**src/rtl/uart_stream_pkg.sv**
```systemverilog
// Shared constants for the capture-RAM to UART frame streamer.
// Checksum option is selected by RAM_UART_STREAMER_CHKSUM_EN.
package uart_stream_pkg;

    localparam logic [7:0] SOF_CHK   = 8'hA5;
    localparam logic [7:0] SOF_NOCHK = 8'hA4;

`ifdef RAM_UART_STREAMER_CHKSUM_EN
    localparam logic [7:0] SOF_BYTE  = SOF_CHK;
`else
    localparam logic [7:0] SOF_BYTE  = SOF_NOCHK;
`endif

    // SOF + two length bytes precede the payload
    localparam int HDR_BYTES = 3;

    localparam logic [3:0] ST_IDLE  = 4'd0;
    localparam logic [3:0] ST_SOF   = 4'd1;
    localparam logic [3:0] ST_LEN_H = 4'd2;
    localparam logic [3:0] ST_LEN_L = 4'd3;
    localparam logic [3:0] ST_FETCH = 4'd4;
    localparam logic [3:0] ST_WAIT  = 4'd5;
    localparam logic [3:0] ST_SEND  = 4'd6;
    localparam logic [3:0] ST_CHK   = 4'd7;
    localparam logic [3:0] ST_DONE  = 4'd8;

endpackage

```
**src/rtl/ram_uart_streamer_if.sv**
```systemverilog
// Control, RAM port-B and UART TX byte signals of the frame streamer.
interface ram_uart_streamer_if #(
    parameter int ADDR_W = 10,
    parameter int DATA_W = 8
);
    logic              start;
    logic              abort;
    logic [ADDR_W:0]   len;
    logic              ram_en;
    logic [ADDR_W-1:0] ram_addr;
    logic [DATA_W-1:0] ram_dout;
    logic [DATA_W-1:0] tx_data;
    logic              tx_valid;
    logic              tx_ready;
    logic              busy;
    logic              done;

    modport master (
        input  start, abort, len, ram_dout, tx_ready,
        output ram_en, ram_addr, tx_data, tx_valid, busy, done
    );

    modport slave (
        output start, abort, len, ram_dout, tx_ready,
        input  ram_en, ram_addr, tx_data, tx_valid, busy, done
    );
endinterface

```
**src/rtl/ram_uart_streamer.sv**
```systemverilog
// Reads a run of bytes from the capture RAM and sends SOF, 16-bit length, payload
// and (with RAM_UART_STREAMER_CHKSUM_EN defined) an XOR checksum to the UART TX.
module ram_uart_streamer
    import uart_stream_pkg::*;
#(
    parameter int ADDR_W = 10,
    parameter int DATA_W = 8
) (
    input  logic clk200,
    input  logic rst,
    ram_uart_streamer_if.master bus
);

    logic [3:0]        state_reg;
    logic [ADDR_W:0]   remaining_reg;
    logic [ADDR_W-1:0] addr_reg;
    logic [DATA_W-1:0] tx_data_reg;
    logic              tx_valid_reg;
    logic              ram_en_reg;
    logic              busy_reg;
    logic              done_reg;
`ifdef RAM_UART_STREAMER_CHKSUM_EN
    logic [DATA_W-1:0] chk_reg;
`endif

    logic        handshake;
    logic [15:0] len16;

    assign handshake = tx_valid_reg & bus.tx_ready;
    // remaining_reg still holds the full length while the header is going out
    assign len16     = 16'(remaining_reg);

    always_ff @(posedge clk200 or posedge rst) begin
        if (rst) begin
            state_reg     <= ST_IDLE;
            remaining_reg <= '0;
            addr_reg      <= '0;
            tx_data_reg   <= '0;
            tx_valid_reg  <= 1'b0;
            ram_en_reg    <= 1'b0;
            busy_reg      <= 1'b0;
            done_reg      <= 1'b0;
`ifdef RAM_UART_STREAMER_CHKSUM_EN
            chk_reg       <= '0;
`endif
        end else if (bus.abort) begin
            state_reg    <= ST_IDLE;
            tx_valid_reg <= 1'b0;
            ram_en_reg   <= 1'b0;
            busy_reg     <= 1'b0;
            done_reg     <= 1'b0;
        end else begin
            done_reg   <= 1'b0;
            ram_en_reg <= 1'b0;
            case (state_reg)
                ST_IDLE: begin
                    if (bus.start) begin
                        state_reg     <= ST_SOF;
                        remaining_reg <= bus.len;
                        addr_reg      <= '0;
                        tx_data_reg   <= SOF_BYTE;
                        tx_valid_reg  <= 1'b1;
                        busy_reg      <= 1'b1;
`ifdef RAM_UART_STREAMER_CHKSUM_EN
                        chk_reg       <= '0;
`endif
                    end
                end
                ST_SOF: begin
                    if (handshake) begin
                        state_reg   <= ST_LEN_H;
                        tx_data_reg <= len16[15:8];
                    end
                end
                ST_LEN_H: begin
                    if (handshake) begin
                        state_reg   <= ST_LEN_L;
                        tx_data_reg <= len16[7:0];
                    end
                end
                ST_LEN_L: begin
                    if (handshake) begin
                        if (remaining_reg == '0) begin
`ifdef RAM_UART_STREAMER_CHKSUM_EN
                            state_reg    <= ST_CHK;
                            tx_data_reg  <= chk_reg;
`else
                            state_reg    <= ST_DONE;
                            tx_valid_reg <= 1'b0;
                            busy_reg     <= 1'b0;
                            done_reg     <= 1'b1;
`endif
                        end else begin
                            state_reg    <= ST_FETCH;
                            tx_valid_reg <= 1'b0;
                            ram_en_reg   <= 1'b1;
                        end
                    end
                end
                ST_FETCH: begin
                    state_reg <= ST_WAIT;
                end
                ST_WAIT: begin
                    state_reg    <= ST_SEND;
                    tx_data_reg  <= bus.ram_dout;
                    tx_valid_reg <= 1'b1;
                end
                ST_SEND: begin
                    if (handshake) begin
                        remaining_reg <= remaining_reg - 1'b1;
`ifdef RAM_UART_STREAMER_CHKSUM_EN
                        chk_reg       <= chk_reg ^ tx_data_reg;
`endif
                        if (remaining_reg == 1) begin
`ifdef RAM_UART_STREAMER_CHKSUM_EN
                            state_reg    <= ST_CHK;
                            tx_data_reg  <= chk_reg ^ tx_data_reg;
`else
                            state_reg    <= ST_DONE;
                            tx_valid_reg <= 1'b0;
                            busy_reg     <= 1'b0;
                            done_reg     <= 1'b1;
`endif
                        end else begin
                            // address only advances when another byte follows
                            addr_reg     <= addr_reg + 1'b1;
                            state_reg    <= ST_FETCH;
                            tx_valid_reg <= 1'b0;
                            ram_en_reg   <= 1'b1;
                        end
                    end
                end
`ifdef RAM_UART_STREAMER_CHKSUM_EN
                ST_CHK: begin
                    if (handshake) begin
                        state_reg    <= ST_DONE;
                        tx_valid_reg <= 1'b0;
                        busy_reg     <= 1'b0;
                        done_reg     <= 1'b1;
                    end
                end
`endif
                ST_DONE: begin
                    state_reg <= ST_IDLE;
                end
                default: begin
                    state_reg    <= ST_IDLE;
                    tx_valid_reg <= 1'b0;
                    busy_reg     <= 1'b0;
                end
            endcase
        end
    end

    assign bus.ram_en   = ram_en_reg;
    assign bus.ram_addr = addr_reg;
    assign bus.tx_data  = tx_data_reg;
    assign bus.tx_valid = tx_valid_reg;
    assign bus.busy     = busy_reg;
    assign bus.done     = done_reg;

endmodule

```
**src/flat_wrapper.sv**
```systemverilog
// flat-port wrapper written by rule: the top's interface ports become plain ports
module ram_uart_streamer_flat import uart_stream_pkg::*;
#(
    parameter int ADDR_W = 10,
    parameter int DATA_W = 8
)
  (clk200, rst, bus_start, bus_abort, bus_len, bus_ram_dout, bus_tx_ready, bus_ram_en, bus_ram_addr, bus_tx_data, bus_tx_valid, bus_busy, bus_done);
  ram_uart_streamer_if #(.ADDR_W(ADDR_W), .DATA_W(DATA_W)) bus_i ();
  input  logic clk200;
  input  logic rst;
  input wire logic [$bits(bus_i.start)-1:0] bus_start;
  input wire logic [$bits(bus_i.abort)-1:0] bus_abort;
  input wire logic [$bits(bus_i.len)-1:0] bus_len;
  input wire logic [$bits(bus_i.ram_dout)-1:0] bus_ram_dout;
  input wire logic [$bits(bus_i.tx_ready)-1:0] bus_tx_ready;
  output wire logic [$bits(bus_i.ram_en)-1:0] bus_ram_en;
  output wire logic [$bits(bus_i.ram_addr)-1:0] bus_ram_addr;
  output wire logic [$bits(bus_i.tx_data)-1:0] bus_tx_data;
  output wire logic [$bits(bus_i.tx_valid)-1:0] bus_tx_valid;
  output wire logic [$bits(bus_i.busy)-1:0] bus_busy;
  output wire logic [$bits(bus_i.done)-1:0] bus_done;
  assign bus_i.start = bus_start;
  assign bus_i.abort = bus_abort;
  assign bus_i.len = bus_len;
  assign bus_i.ram_dout = bus_ram_dout;
  assign bus_i.tx_ready = bus_tx_ready;
  assign bus_ram_en = bus_i.ram_en;
  assign bus_ram_addr = bus_i.ram_addr;
  assign bus_tx_data = bus_i.tx_data;
  assign bus_tx_valid = bus_i.tx_valid;
  assign bus_busy = bus_i.busy;
  assign bus_done = bus_i.done;
  ram_uart_streamer #(.ADDR_W(ADDR_W), .DATA_W(DATA_W)) u_core (.clk200(clk200), .rst(rst), .bus(bus_i));
endmodule
```
**config.mk**
```make
export PLATFORM = sky130hd
export DESIGN_NAME = ram_uart_streamer_flat
export DESIGN_NICKNAME = d
export VERILOG_FILES = /design/src/rtl/uart_stream_pkg.sv /design/src/rtl/ram_uart_streamer_if.sv /design/src/rtl/ram_uart_streamer.sv /design/src/flat_wrapper.sv
export SDC_FILE = /design/constraint.sdc
export NUM_CORES = 1
export LEC_CHECK = 0
export ABC_AREA = 1
export BUFFER_PORTS_ARGS = -buffer_cell sky130_fd_sc_hd__buf_4
export CAP_MARGIN = 10
export CORE_AREA = 4 4 84 86
export DETAILED_ROUTE_END_ITERATION = 8
export DIE_AREA = 0 0 88 90
export SLEW_MARGIN = 10
export SYNTH_ARGS = -nofsm -noshare
export SYNTH_HDL_FRONTEND = slang
export SYNTH_SLANG_ARGS = --single-unit
```
**constraint.sdc**
```tcl
create_clock -name clk200 -period 1.5 [get_ports clk200]
set_input_delay 0.15 -clock clk200 [delete_from_list [all_inputs] [get_ports clk200]]
set_output_delay 0.15 -clock clk200 [all_outputs]
set_load 0.05 [all_outputs]
```
* Yosys cells after proc, flatten, opt, wreduce, memory -nomap -nowiden
Index checks and enable logic that the tools add are counted.
** Operators by class
- Muxes and demuxes :: 42
- Add/subtract/negate cells :: 2
- Reductions and logical operators :: 13
- Eq/ne operators :: 23
- Bitwise operators :: 2
** Operators by type and width (number)
- 2-to-1 mux 4 bit :: 8
- one-hot mux 8 bit (4 select lines) :: 1
- 2-to-1 mux 10 bit :: 3
- one-hot mux 4 bit (7 select lines) :: 1
- 2-to-1 mux 8 bit :: 3
- 2-to-1 mux 11 bit :: 2
- one-hot mux 11 bit (2 select lines) :: 1
- one-hot mux 10 bit (2 select lines) :: 1
- 2-to-1 mux 1 bit :: 18
- != test 3 x 2 -> 1 bit, second input constant :: 6
- AND reduction 5 bit :: 3
- == test 4 x 3 -> 1 bit, second input constant :: 3
- == test 11 x 1 -> 1 bit, second input constant :: 1
- logical NOT 11 bit :: 1
- subtractor 11 x 1 -> 11 bit, second input constant :: 1
- adder 10 x 1 -> 10 bit, second input constant :: 1
- != test 2 x 1 -> 1 bit, second input constant :: 5
- == test 4 x 2 -> 1 bit, second input constant :: 2
- one-hot mux 1 bit (4 select lines) :: 2
- AND reduction 6 bit :: 1
- OR reduction 5 bit :: 1
- == test 4 x 1 -> 1 bit, second input constant :: 1
- == test 4 bit, second input constant :: 1
- logical NOT 4 bit :: 1
- other kinds (12) :: 14
** Word-level totals
- Output and inout bits :: 22
- Flip-flop bits (word level) :: 37
- Bits of input ports :: 24

* Longest topological paths before layout
- Depth after elaboration :: 5
- Mapped depth :: 12
- Depth with buffers taken out :: 12

* Worst setup path before layout
No wires, ideal clock.
- Kind :: register -> register
- From :: register u_core.addr_reg[0], in the netlist u_core.bus.ram_addr[0]
- To :: register u_core.addr_reg[6], in the netlist u_core.bus.ram_addr[6]
- Required time :: 1.382 ns
- Slack :: -0.206 ns
- Stages on the path, launching flop included :: 8
- Data arrival time :: 1.588 ns
- Library setup time :: 0.118 ns
- Buffers on the path :: 0
- Period minus slack after synthesis :: 1.706 ns
- Path through :: dfrtp_1 ha_1 nand4_1 nor2_1 xnor2_1 nor2_1 nand2_1 nand2_1
** Between the ends
- Cells in the longest elaborated chain, start to end :: 4
** RTL lines
- from (decl) :: line ram_uart_streamer.sv:16 : logic [ADDR_W-1:0] addr_reg;
- from (signal assigned) :: line ram_uart_streamer.sv:126 : addr_reg <= addr_reg + 1'b1;
- adder 10 x 1 -> 10 bit :: line ram_uart_streamer.sv:126
- 2-to-1 mux 10 bit :: line ram_uart_streamer.sv:114 : if (remaining_reg == 1) begin
- 2-to-1 mux 10 bit :: line ram_uart_streamer.sv:109 : if (handshake) begin
- one-hot mux 10 bit (2 select lines) :: line ram_uart_streamer.sv:55 : case (state_reg)
Every way passes these cells. The select of a mux whose other input is x is not followed.
A chain may end at the register's enable or synchronous reset.

* Final worst setup path
- From :: register u_core.state_reg[1]
- To :: register u_core.tx_data_reg[4], in the netlist u_core.bus.tx_data[4]
** Between the ends
- Cells in the longest elaborated chain, start to end :: 3
- Elaborated cells between the ends (all ways) :: 10
- Those cells by class :: eq/ne: 6; mux: 1; reduce/logical: 3
** RTL lines
- from (decl) :: line ram_uart_streamer.sv:14 : logic [3:0] state_reg;
- from (signal assigned) :: line ram_uart_streamer.sv:35 : state_reg <= ST_IDLE;
- from (signal assigned) :: line ram_uart_streamer.sv:47 : state_reg <= ST_IDLE;
- from (signal assigned) :: line ram_uart_streamer.sv:58 : state_reg <= ST_SOF;
- == test 4 x 2 -> 1 bit (tied with other cells) :: line ram_uart_streamer.sv:55
- != test 2 x 1 -> 1 bit (no line) (tied with other cells)
- AND reduction 5 bit (no line)
- to (signal assigned) :: line ram_uart_streamer.sv:72 : tx_data_reg <= len16[15:8];
- to (signal assigned) :: line ram_uart_streamer.sv:78 : tx_data_reg <= len16[7:0];
- to (signal assigned) :: line ram_uart_streamer.sv:105 : tx_data_reg <= bus.ram_dout;
- to (decl) :: line ram_uart_streamer.sv:17 : logic [DATA_W-1:0] tx_data_reg;
Parallel ways exist; a longest one is shown, timed or not.

==> impl_results.md <==
* Clock Tree Root: clkbuf_8
* Crit-path max FO at 8
* Largest family of logic cells by synthesized area: simple AND/OR/NAND/NOR gates
* Met1 WL at 3230 µm
* Fin Clk Skew at around 9.0 ps
* Final Hold Fails at 0
* Post-route cell area at 3670 µm²
* Slew Limit Headroom at about 70%
* Drt total wl at 7020 µm
* First drt pass iteration count at 4
* CP endpoint kind: flip-flop
* Syn Std Cell Area at between 2000 and 2500 µm²
* Synth Warn # at 0
* CTS buffer count at 5
* Setup TNS at -324 ps
* DIE AREA at around 7900 µm²
* Worst Hold Depth at 2
* RD Place Congestion at around 0.85
* Vias in the first global route at ~2500
* WP data arrival at between 1500 and 2000 ps
* Synth Area per Inst at 7.02 µm²
* CTS tree: done
* Placed Area at roughly 3300 µm²
* Hold Path End: u_core.bus.tx_valid
* # clock sinks at 37
* CP max stage cell: dfrtp_2
* Hpwl dp at roughly 5300 µm
* Layout cell share with drive strength beyond 1 at a little over two fifths
* Number of remaining DRC errors at 0
* Area contributors post-synth: dfrtp_1 (38%), nand2_1 (18%), nand3_1 (6.1%)
* Worst Hold Class: in -> reg
* Max FFs per register at 11
* Mux contribution to synthesized area at 0%
* RSZ-0062 raised after global routing: true
* Area Growth Syn to Fin at 49.5%
* Simple-gate share of the synthesized area at around 40%
* Util after Layout at a little under 60%
* R2r startpoint: u_core.state_reg[1]
* Crit path cell chain: buf_6 > nor2_4 > nand2_2 > o21ai_1 > nand3_1 > nor2_4 > inv_4 > nand2_1 > nand2_1
* Most frequent cells in the layout: nand2_1 (101), buf_4 (93), dfrtp_1 (31)
* Metal3 WL at ~400 µm
* Post-synthesis adder-cell area fraction at 2.04%
* Largest delay contributor family on the critical path: simple AND/OR/NAND/NOR gates
* Final setup viols at 21
* Clock latency on the worst-skew pair at between 200 and 300 ps
* Antenna diodes at 0
* Synth area leader: dfrtp_1
* DR top layer: met4
* Die Height at ~90 µm
* GRT Residual Overflow at 0
* # IOs at 46
* Max Root-Sink Buffers at 2
* Syn nets at approximately 380
* Worst vdd ir at around 0.9 mV
* Slew @ Worst Pin at about 480 ps
* Failing checks: negative setup slack
* Startpoint types: flip-flop
* Setup WS pre-CTS at -68.7 ps
* Data required time at the worst endpoint at approximately 1700 ps
* Final setup margin at -37.3 ps
* Synth top area share at between 30% and 40%
* Initial core utilization at between 30% and 40%
* Fillers at around 590
* Yosys reg bits at 37
* Wire length on met2 at 3320 µm
* Tmin final at about 1500 ps
* Max-slew violations at 0
* Max Cap Violations at 0
* Port bufs at 45
* Synth Area in Compound Gates at 11.5%
* PD cells at 1590 nW/µm²
* WL per Instance at 13.2 µm
* Setup CP Type: reg -> reg
* WHS at approximately 58 ps
* Htree depth at 2
* Via-to-Cell Ratio at 4.98
* FMAX at around 650 MHz
* Synth cell types at 35
* Largest net degree at the start of global routing at 38
* DR vias at approximately 2700
* First-pass GRT wire length at between 10000 and 15000 µm
* WP buf/inv at 2
* NumNets Final at about 480
* Flop-to-flop setup slack at -40 ps
* Post-route ant nets at 0
* Site Rows at 29
* Hold Startpoint: bus_abort
* Reg2Reg Depth at 9
* Post-synthesis cell count at 350
* DRT iter0 DRCs at around 170
* Commonest non-fill, non-tap cell in the layout: nand2_1
* Register area share after synthesis at between 30% and 40%
* CP peak stage delay at approximately 470 ps
* Outcome: finished with violations
* CORE AREA at between 6000 and 7000 µm²
* GRT Total Usage at between 10% and 20%
* Initial antenna violation count at 0
* LEAKAGE at 1.82 nW
* Xor/xnor cell area share of the yosys netlist at between 1 and 1.5%
* Critical path origin: u_core.state_reg[1]
* Clock Pin Slew Worst Setup and Hold Paths at approximately 80 ps
* RR Endpoint: u_core.bus.tx_data[4]
* Die Width at 88 µm
* Final worst path period share at 102%
==> worst register-to-register path, stage by stage (launching register included) <==
cell and delay, ps:
dfrtp_2 470, buf_6 150, nor2_4 110, nand2_2 70, o21ai_1 70, nand3_1 120
nor2_4 230, inv_4 90, nand2_1 70, nand2_1 50
==> cell families (layout without fill, tap and decap cells) <==
family          count (synthesis)  in the layout
fa+ha+maj                       4              4
flops                          37             37
compound gates                 48             48
xor+xnor                        4              4
simple gates                  218            218
buf+inv                        39            145
==> repair_timing <==
item,in CTS,in global routing
setup endpoints to repair,31,37
resized for setup,15,64
pin swaps,4,21
hold buffers,1,0
buffers inserted,3,6
hold endpoints to repair,31,0
==> where the power goes <==
group	switching [mW]	internal, mW
registers	0.244	1.27
clock network	0.388	0.373
logic	2.02	1.56
==> worst max-delay path by stage <==
stage	end	slack (ps)	depth (start not counted)
global route	u_core.bus.tx_data[4]	-120	9
global placement	u_core.remaining_reg[10]	-50	7
finish	u_core.bus.tx_data[4]	-40	9
detailed placement	u_core.remaining_reg[10]	-70	7
CTS	u_core.state_reg[3]	2	7
floorplan	u_core.bus.ram_addr[4]	4	10
==> cell usage after synthesis <==
library cell / count
nand2_1: 118
nor2_1: 39
dfrtp_1: 37
nand3_1: 30
inv_1: 26
o21ai_0: 19
a21oi_1: 10
nand2_2: 7
nand4_1: 7
nor3_1: 5
ha_1: 4
inv_2: 4
o211ai_1: 4
o21ai_1: 4
nor2_4: 3
o21ai_2: 3
a31o_2: 2
a31oi_1: 2
buf_4: 2
buf_6: 2
clkbuf_1: 2
inv_4: 2
nor2_8: 2
o22ai_1: 2
or2_2: 2
xnor2_1: 2
xor2_1: 2
a21oi_2: 1
and2_1: 1
buf_2: 1
nand2_4: 1
nand2_8: 1
nand3b_1: 1
nor2_2: 1
o2111ai_1: 1
==> final cells by class <==
class                           count  area (µm²)  share of cell area, %
Clock inverter                      2        13.8                  0.375
Timing Repair Buffer              105         876                   23.8
Clock buffer                        6        82.6                   2.25
Sequential cell                    37         933                   25.4
Multi-Input combinational cell    274        1540                   41.8
Inverter                           32         138                   3.75
Tap cell                           77        96.3                   2.62
==> per-stage QoR <==
| step | cells | total power [mW] |
|---|---|---|
| 2_1_floorplan | 350 | 3.24 |
| 3_3_place_gp | 516 | 4.48 |
| 3_5_place_dp | 516 | 4.53 |
| 4_1_cts | 528 | 5.43 |
| 5_1_grt | 533 | 6.28 |
| 6_report | 533 | 5.86 |
==> metal layers <==
| layer | global-route usage, % | vias up |
|---|---|---|
| li1 | - | 1341 |
| met1 | 25.1 | 1242 |
| met2 | 28.5 | 64 |
| met3 | 3.38 | 8 |
| met4 | 3.96 | 0 |
| met5 | 0 | - |
Power figures use the tool's default switching activity.
